## config.mk

```make
export PLATFORM = sky130hd
export DESIGN_NAME = multicycle_alu
export DESIGN_NICKNAME = d
export VERILOG_FILES = /design/src/rtl/multicycle_alu.sv
export SDC_FILE = /design/constraint.sdc
export NUM_CORES = 1
export LEC_CHECK = 0
export BUFFER_PORTS_ARGS = -buffer_cell sky130_fd_sc_hd__buf_2
export CORE_MARGIN = 2
export CORE_UTILIZATION = 35
export DETAILED_ROUTE_END_ITERATION = 12
export PLACE_DENSITY_LB_ADDON = 0.12
export SLEW_MARGIN = 20
export SYNTH_ARGS = -nofsm -noshare
export SYNTH_HDL_FRONTEND = slang
export SYNTH_SLANG_ARGS = --single-unit
```

## constraint.sdc

```tcl
create_clock -name clk -period 3.2 [get_ports clk]
set_input_delay 0.16 -clock clk [delete_from_list [all_inputs] [get_ports clk]]
set_output_delay 0.16 -clock clk [all_outputs]
set_load 0.005 [all_outputs]
```

## src/rtl/multicycle_alu.sv

```systemverilog
// rtl/multicycle_alu.sv - unsigned W-bit ALU: single-cycle add/sub, W-cycle shift-add mul and restoring div
module multicycle_alu #(
  parameter int W  = 3,
  parameter int CW = $clog2(W+1)
) (
  input  logic           clk,
  input  logic           rst_n,
  input  logic           in_valid,
  output logic           in_ready,
  input  logic [W-1:0]   a,
  input  logic [W-1:0]   b,
  input  logic [1:0]     op,
  output logic           out_valid,
  input  logic           out_ready,
  output logic [2*W-1:0] result,
  output logic           err
);

  typedef enum logic [1:0] {IDLE, CALC, DONE} state_e;

  localparam logic [1:0] OP_ADD = 2'b00;
  localparam logic [1:0] OP_SUB = 2'b01;
  localparam logic [1:0] OP_MUL = 2'b10;

  state_e           state_q;
  logic             in_ready_q, out_valid_q, err_q, is_div_q;
  logic [CW-1:0]    cnt_q;
  logic [2*W-1:0]   result_q, prod_q, mcand_q;
  logic [W-1:0]     mplier_q, rem_q, quo_q, dvsr_q;

  logic [2*W-1:0]   prod_d;
  logic [W-1:0]     rem_d, quo_d;
  logic [W:0]       shifted, trial, add_sum, sub_diff;

  always_comb begin
    prod_d   = mplier_q[0] ? (prod_q + mcand_q) : prod_q;
    // Restoring step: bring in the next dividend bit, subtract only if it fits.
    shifted  = {rem_q, quo_q[W-1]};
    trial    = shifted - {1'b0, dvsr_q};
    if (shifted >= {1'b0, dvsr_q}) begin
      rem_d = trial[W-1:0];
      quo_d = {quo_q[W-2:0], 1'b1};
    end else begin
      rem_d = shifted[W-1:0];
      quo_d = {quo_q[W-2:0], 1'b0};
    end
    add_sum  = {1'b0, a} + {1'b0, b};
    sub_diff = {1'b0, a} - {1'b0, b};
  end

  always_ff @(posedge clk or negedge rst_n) begin
    if (!rst_n) begin
      state_q     <= IDLE;
      in_ready_q  <= 1'b1;
      out_valid_q <= 1'b0;
      result_q    <= '0;
      err_q       <= 1'b0;
      cnt_q       <= '0;
      is_div_q    <= 1'b0;
      prod_q      <= '0;
      mcand_q     <= '0;
      mplier_q    <= '0;
      rem_q       <= '0;
      quo_q       <= '0;
      dvsr_q      <= '0;
    end else begin
      case (state_q)
        IDLE: begin
          if (in_valid) begin
            in_ready_q <= 1'b0;
            case (op)
              OP_ADD, OP_SUB: begin
                result_q    <= {{(W-1){1'b0}}, (op == OP_ADD) ? add_sum : sub_diff};
                err_q       <= 1'b0;
                out_valid_q <= 1'b1;
                state_q     <= DONE;
              end
              default: begin
                if (op != OP_MUL && b == '0) begin
                  result_q    <= {a, {W{1'b1}}};
                  err_q       <= 1'b1;
                  out_valid_q <= 1'b1;
                  state_q     <= DONE;
                end else begin
                  is_div_q <= (op != OP_MUL);
                  prod_q   <= '0;
                  mcand_q  <= {{W{1'b0}}, a};
                  mplier_q <= b;
                  rem_q    <= '0;
                  quo_q    <= a;
                  dvsr_q   <= b;
                  cnt_q    <= CW'(W);
                  state_q  <= CALC;
                end
              end
            endcase
          end
        end
        CALC: begin
          prod_q   <= prod_d;
          mcand_q  <= mcand_q << 1;
          mplier_q <= mplier_q >> 1;
          rem_q    <= rem_d;
          quo_q    <= quo_d;
          if (cnt_q == CW'(1)) begin
            result_q    <= is_div_q ? {rem_d, quo_d} : prod_d;
            err_q       <= 1'b0;
            out_valid_q <= 1'b1;
            cnt_q       <= '0;
            state_q     <= DONE;
          end else begin
            cnt_q <= cnt_q - CW'(1);
          end
        end
        DONE: begin
          if (out_ready) begin
            out_valid_q <= 1'b0;
            in_ready_q  <= 1'b1;
            state_q     <= IDLE;
          end
        end
        default: begin
          state_q     <= IDLE;
          in_ready_q  <= 1'b1;
          out_valid_q <= 1'b0;
        end
      endcase
    end
  end

  assign in_ready  = in_ready_q;
  assign out_valid = out_valid_q;
  assign result    = result_q;
  assign err       = err_q;

endmodule

```

==> flow_summary_export.csv, run 1 <==
group,metric,value,unit
setup_path,startpoint_type,"register",
power,p_leak,0.00119,uW
setup_path,end_kind,"register",
run_status,status,"complete, but fails checks",
power,comb_power_share,47.5,%
detailed_routing,via_per_inst,5.38,
logic_synthesis,syn_nets,268,
global_route,grt_pass1_vias,1795,
global_route,grt_pass1_wl,9450,um
cells_and_area,final_area,2540,um^2
sta,slew_headroom,42.3,%
power,switching_share,43.0,%
logic_synthesis,synth_cell_type_count,49,
logic_synthesis,syn-cell-area,2320,um^2
setup_path,slowest_delay,400,ps
setup_path,path_class,"reg2reg",
detailed_routing,ant_nets,0,
power,power.internal,1380,uW
sta,setup_viol_count_final,0,
job,drv_cap,0,
cells_and_area,drive_gt1_share,15.3,%
cts,post_cts_buffers,0,
sta,fin_tns_setup,0,ps
detailed_routing,via_count,1785,
floorplan,design.die.area,7280,um^2
sta,hold_viol,37,
detailed_routing,routedWlPerCell,16.6,um
floorplan,core_area,6390,um^2
cells_and_area,n_antenna_cell,0,
setup_path,path_cells,"inv_1 > ha_1 > inv_1 > fa_1 > a21o_1 > a211oi_4 > mux2_1 > a22o_1 > o21ai_0",
place,hpwl,4050,um
cts,htreeDepth,2,
power,power_switching,1040,uW
logic_synthesis,synth_edf_count,0,
place,portBuffers,20,
cts,clk_pin_slew,70,ps
cells_and_area,area_growth,9.51,%
sta,period_minus_slack,2440,ps
detailed_routing,drt-pass1-iter-count,4,
global_route,grt_use_total,16.7,%
global_route,grt_start_max_net_pins,39,
power,finalPower,2420,uW
logic_synthesis,synthCells,239,
place,place_area,2440,um^2
logic_synthesis,ys_async_sr_fraction,100,%
logic_synthesis,synth_area_leader_cell,"dfrtp_1",
sta,fin_skew,5.56,ps
setup_path,arrival,2650,ps
cts,clk_latency,290,ps
setup_path,cp_common_cell,"inv_1",
place,dp.cells,324,
detailed_routing,drt_wl_total,5510,um
cts,ctsResizeCount,0,
logic_synthesis,yosysWarnings,0,
global_route,grt-ovfl-total,0,
cts,ctsHoldBuffers,0,
logic_synthesis,ys_seq_area_share,41.1,%
logic_synthesis,avgSynthCellArea,9.69,um^2
detailed_routing,drc,0,
floorplan,chipHeight,85.3,um
sta,max_freq,0.410,GHz
cells_and_area,layoutNonFillerInstCount,332,
floorplan,initial_core_util,36.3,%
setup_path,worst_path_max_delay_cell,"fa_1",
floorplan,fp.dieW,85.3,um
cts,cts_inserted_buffers,5,
setup_path,crit_path_max_fanout,5,
power,clockPowerShare,14.3,%
cts,cts_sinks,38,
sta,worst_pin_slew,866,ps
sta,hold_slack,-12.7,ps
hold_path,min_path_type,"in2async",
cts,cts-root-buf,"clkbuf_8",
floorplan,row_count,29,
power,power.density,953,nW/um^2
setup_path,worstPathRequired,3410,ps
logic_synthesis,synth_top_area_share,40.0,%
setup_path,rrSetupSlack,760,ps
power,power_frac_seq,38.3,%
logic_synthesis,yosys_most_used_dff,"dfrtp_1",
run_status,violations,"hold timing",
logic_synthesis,ys_seq_elements,38,
cells_and_area,nNetsFinal,283,
detailed_routing,dr.first_iter.drc_count,82,
global_route,antenna_found_initial,0,
place,gp_congestion,0.775,
floorplan,io_pins,21,
sta,timing.final.crit_share,76.3,%
sta,finalMaxSlewViolations,0,
power,vdd_drop_max,0.000382,V
logic_synthesis,yosys-top-cells-area,"dfrtp_1 40%, ha_1 7.6%, nand2_1 4.5%, o21ai_0 3.9%, a21oi_1 2.6%",
sta,grt_setup_unrepaired,"no",
cts,cts_tree,"built",
cts,cts_max_path_buffers,2,
[power groups by stage]
stage	Combinational, uW	Clock [uW]	Sequential (uW)
3_3_place_gp	1150	0	934
4_1_cts	1160	359	924
2_1_floorplan	973	0	813
5_1_grt	1310	384	962
3_5_place_dp	1150	0	933
6_report	1150	344	925
[cell families (layout without fill, tap and decap cells)]
kind of cell	Yosys count	in the layout	synth area share, %
XOR/XNOR	5	5	1.89
AND/OR/NAND/NOR	65	65	13.9
flip-flops	38	38	41.1
multiplexers	9	9	4.21
AO/OA/AOI/OAI	77	77	23.1
buffers and inverters	28	44	5.67
adder cells (fa/ha/maj)	17	17	10.2
[routing by layer]
layer	track usage, %	vias to the layer above	routed length (um)
met4	5.05	0	64
li1	-	891	-
met5	0	-	0
met1	23.9	848	2690
met2	25.4	40	2540
met3	3.60	6	215
[cell usage in the layout, fill, tap and decap left out, types with 6 or more instances in the layout]
master and count:
o21ai_0 18, nand2_1 28, a21oi_1 12, nor2_1 13
ha_1 14, clkbuf_8 6, buf_2 20, a22oi_1 6
dfrtp_1 37, inv_1 15
[state kept, by name (all words and copies together) (netlist names), 2 cells and up]
signal	count
cnt_q	2
dvsr_q	3
mcand_q	6
mplier_q	3
prod_q	6
quo_q	3
rem_q	3
result	6
state_q	2
[stage by stage]
stage | util [%] | worst slack [ps]
5_1_grt | 39.7 | 624
3_5_place_dp | 38.3 | 786
3_3_place_gp | 38.3 | 848
2_1_floorplan | - | 946
6_report | 39.7 | 759
4_1_cts | 39.7 | 744
[cell usage after synthesis, drive strengths merged, types with 4 or more instances]
master / instances
o31ai: 4
dfrtp: 37
inv: 15
clkbuf: 4
mux2: 6
ha: 14
a22o: 6
nand2: 28
buf: 9
nor2b: 4
a21o: 5
a21oi: 12
a22oi: 6
o21a: 4
nor2: 13
a211oi: 7
o21ai: 22
nor3: 6
[critical path: cells and delay by family, from the launching register on]
kind	cells	cell delay, ps
buf+inv	2	140
flops	1	360
fa+ha+maj	2	550
mux	1	390
compound gates	4	930
[path summary, 6_finish.rpt]
check	cells past startpoint	startpoint	endpoint
max	9	quo_q[2]	result[3]
min	1	rst_n	prod_q[5]
max reg2reg	9	quo_q[2]	result[3]
min reg2reg	2	result[1]	result[1]
max in group asynchronous	1	rst_n	is_div_q
min in group clk	3	out_ready	in_ready
[cell type report]
| class | instances | area, um^2 |
|---|---|---|
| Tap cell | 77 | 96.3 |
| Sequential cell | 38 | 952 |
| Fill cell | 646 | 3850 |
| Inverter | 15 | 56.3 |
| Clock inverter | 1 | 5.00 |
| Multi-Input combinational cell | 173 | 1230 |
| Clock buffer | 7 | 86.3 |
| Timing Repair Buffer | 21 | 108 |
(Power assumes the default switching activity.)
==> inputs of run 2 (changes only) <==
- clock period: 3.2 -> 2.17 ns (I/O delays scaled with it)
==> run 2 against run 1 <==
  * The run ends with setup timing left
  * Register-to-register slack got worse by 790 ps
  * Sequential share of layout area decreased by 2.9 points
  * Worst hold slack improved by 84 ps
  * Count of clock-buffer cells in the layout is the same
  * Non-clock buffer count up 21
  * Critical path depth did not move
  * Sequential power grew 41%
  * Worst setup slack got worse by 790 ps
  * Final cell count increased by 6.3%
  * Largest cell class unchanged
==> flow_summary_export.csv, run 2 (synthesis results as in run 1) <==
group,metric,value,unit
setup_path,crit_path_max_fanout,4,
sta,finalMaxSlewViolations,0,
sta,timing.final.crit_share,101,%
global_route,grt_pass1_wl,9830,um
cells_and_area,area_growth,18.7,%
setup_path,path_cells,"inv_2 > ha_4 > inv_2 > fa_2 > a21o_1 > a211oi_4 > mux2_4 > a22o_1 > o21ai_1",
sta,hold_viol,0,
detailed_routing,routedWlPerCell,16.6,um
cells_and_area,nNetsFinal,304,
cells_and_area,layout_common_cells,"37 x dfrtp_1, 28 x nand2_1, 20 x buf_2, 20 x buf_4, 16 x o21ai_0",
sta,worst_pin_slew,860,ps
place,gp_congestion,0.764,
job,drv_cap,0,
cts,cts_inserted_buffers,5,
sta,slew_headroom,42.7,%
detailed_routing,via_count,1897,
setup_path,arrival,2420,ps
power,power.internal,2370,uW
power,comb_power_share,55.4,%
detailed_routing,ant_nets,0,
cts,cts_max_path_buffers,2,
global_route,grt-ovfl-total,0,
power,vdd_drop_max,0.000720,V
global_route,grt_start_max_net_pins,39,
run_status,status,"complete, but fails checks",
cts,clk_latency,300,ps
setup_path,end_kind,"register",
sta,hold_slack,70.8,ps
setup_path,startpoint_type,"register",
place,portBuffers,20,
floorplan,io_pins,21,
detailed_routing,drc,0,
cells_and_area,n_antenna_cell,0,
sta,max_freq,0.455,GHz
cts,clk_pin_slew,80,ps
detailed_routing,via_per_inst,5.37,
power,p_leak,0.00130,uW
floorplan,fp.dieW,85.3,um
setup_path,worst_path_max_delay_cell,"dfrtp_1",
sta,fin_skew,7.43,ps
power,switching_share,41.5,%
sta,grt_setup_unrepaired,"yes",
floorplan,design.die.area,7280,um^2
setup_path,worstPathRequired,2390,ps
cts,cts_sinks,38,
place,place_ws,-55.3,ps
setup_path,worstReg2RegStart,"quo_q[2]",
global_route,antenna_found_initial,0,
cells_and_area,utilization,43.0,%
setup_path,slowest_delay,370,ps
floorplan,core_area,6390,um^2
sta,period_minus_slack,2200,ps
detailed_routing,drt_wl_total,5850,um
run_status,violations,"setup timing",
setup_path,cp_common_cell,"inv_2",
cts,cts-root-buf,"clkbuf_8",
power,finalPower,4050,uW
hold_path,min_path_type,"in2reg",
global_route,grt_pass1_vias,1871,
sta,setup_ws,-29.2,ps
sta,fin_tns_setup,-36.7,ps
floorplan,row_count,29,
detailed_routing,drt-pass1-iter-count,4,
power,power_frac_seq,32.0,%
cts,cts_tree,"built",
floorplan,chipHeight,85.3,um
place,hpwl,4340,um
setup_path,critPathLaunch,"quo_q[2]",
power,power_switching,1680,uW
detailed_routing,dr.first_iter.drc_count,152,
power,clockPowerShare,12.6,%
global_route,grt_use_total,17.4,%
power,power.density,1470,nW/um^2
hold_path,hold_path_startpoint,"out_ready",
cells_and_area,final_common_cell,"dfrtp_1",
cells_and_area,drive_gt1_share,23.9,%
setup_path,path_class,"reg2reg",
cts,htreeDepth,2,
sta,setup_viol_count_final,2,
floorplan,initial_core_util,36.3,%
[run 2: cell types whose count changed in the layout (fill, tap and decap cells not counted), moves of 2 or more]
cell     change
buf_4       +19
inv_1        -2
inv_2        +2
mux2_4       +2
o21ai_0      -2
o21ai_1      +2
[run 2: metal layers]
| layer | part of all wire (%) | routed length, um | global-route usage, % |
|---|---|---|---|
| met1 | 48 | 2810 | 24.1 |
| met2 | 47 | 2770 | 28.0 |
| met3 | 3.4 | 199 | 2.72 |
| met4 | 1.3 | 77 | 5.19 |
| met5 | 0 | 0 | 0 |
[run 2: metrics by stage]
step	cells	instance area (um^2)
4_1_cts	352	2710
5_1_grt	353	2750
3_5_place_dp	343	2610
2_1_floorplan	239	2320
6_report	353	2750
3_3_place_gp	343	2610
[run 2: final timing paths]
check	depth (start not counted)	to	slack [ps]
min in group asynchronous	2	mcand_q[3]	460
worst min register to register	1	err	480
worst max-delay path	9	result[3]	-30
worst max register to register	9	result[3]	-30
worst min-delay path	3	in_ready	70
max in group asynchronous	2	dvsr_q[0]	1160
[run 2: what timing repair did]
item                                    CTS  global route
setup buffers                             0             1
hold endpoints to repair                 37             0
gates resized for setup                   3             7
pin swaps                                 2             4
hold buffers                              1             0
endpoints found under the setup margin    3             6
[run 2: critical path: cells and delay by family (launching register included)]
| family | cells | cell delay (ps) |
|---|---|---|
| AO/OA/AOI/OAI | 4 | 840 |
| flip-flops | 1 | 370 |
| buffers and inverters | 2 | 100 |
| adder cells (fa/ha/maj) | 2 | 470 |
| multiplexers | 1 | 350 |
[run 2: cell type report]
cell class              instances  area [um^2]
fillers                       630         3640
clock buffers                   7         86.3
well taps                      77         96.3
flip-flops and latches         38          952
repair buffers                 42          280
inverters                      15         56.3
clock inverters                 1         5.00
multi-input cells             173         1270
[run 2: power by group through the flow]
stage / clock network [uW] / registers [uW] / logic (uW)
floorplan: 0 / 1200 / 1460
global placement: 0 / 1300 / 2090
detailed placement: 0 / 1300 / 2100
CTS: 529 / 1290 / 2140
global route: 559 / 1350 / 2490
finish: 510 / 1300 / 2250
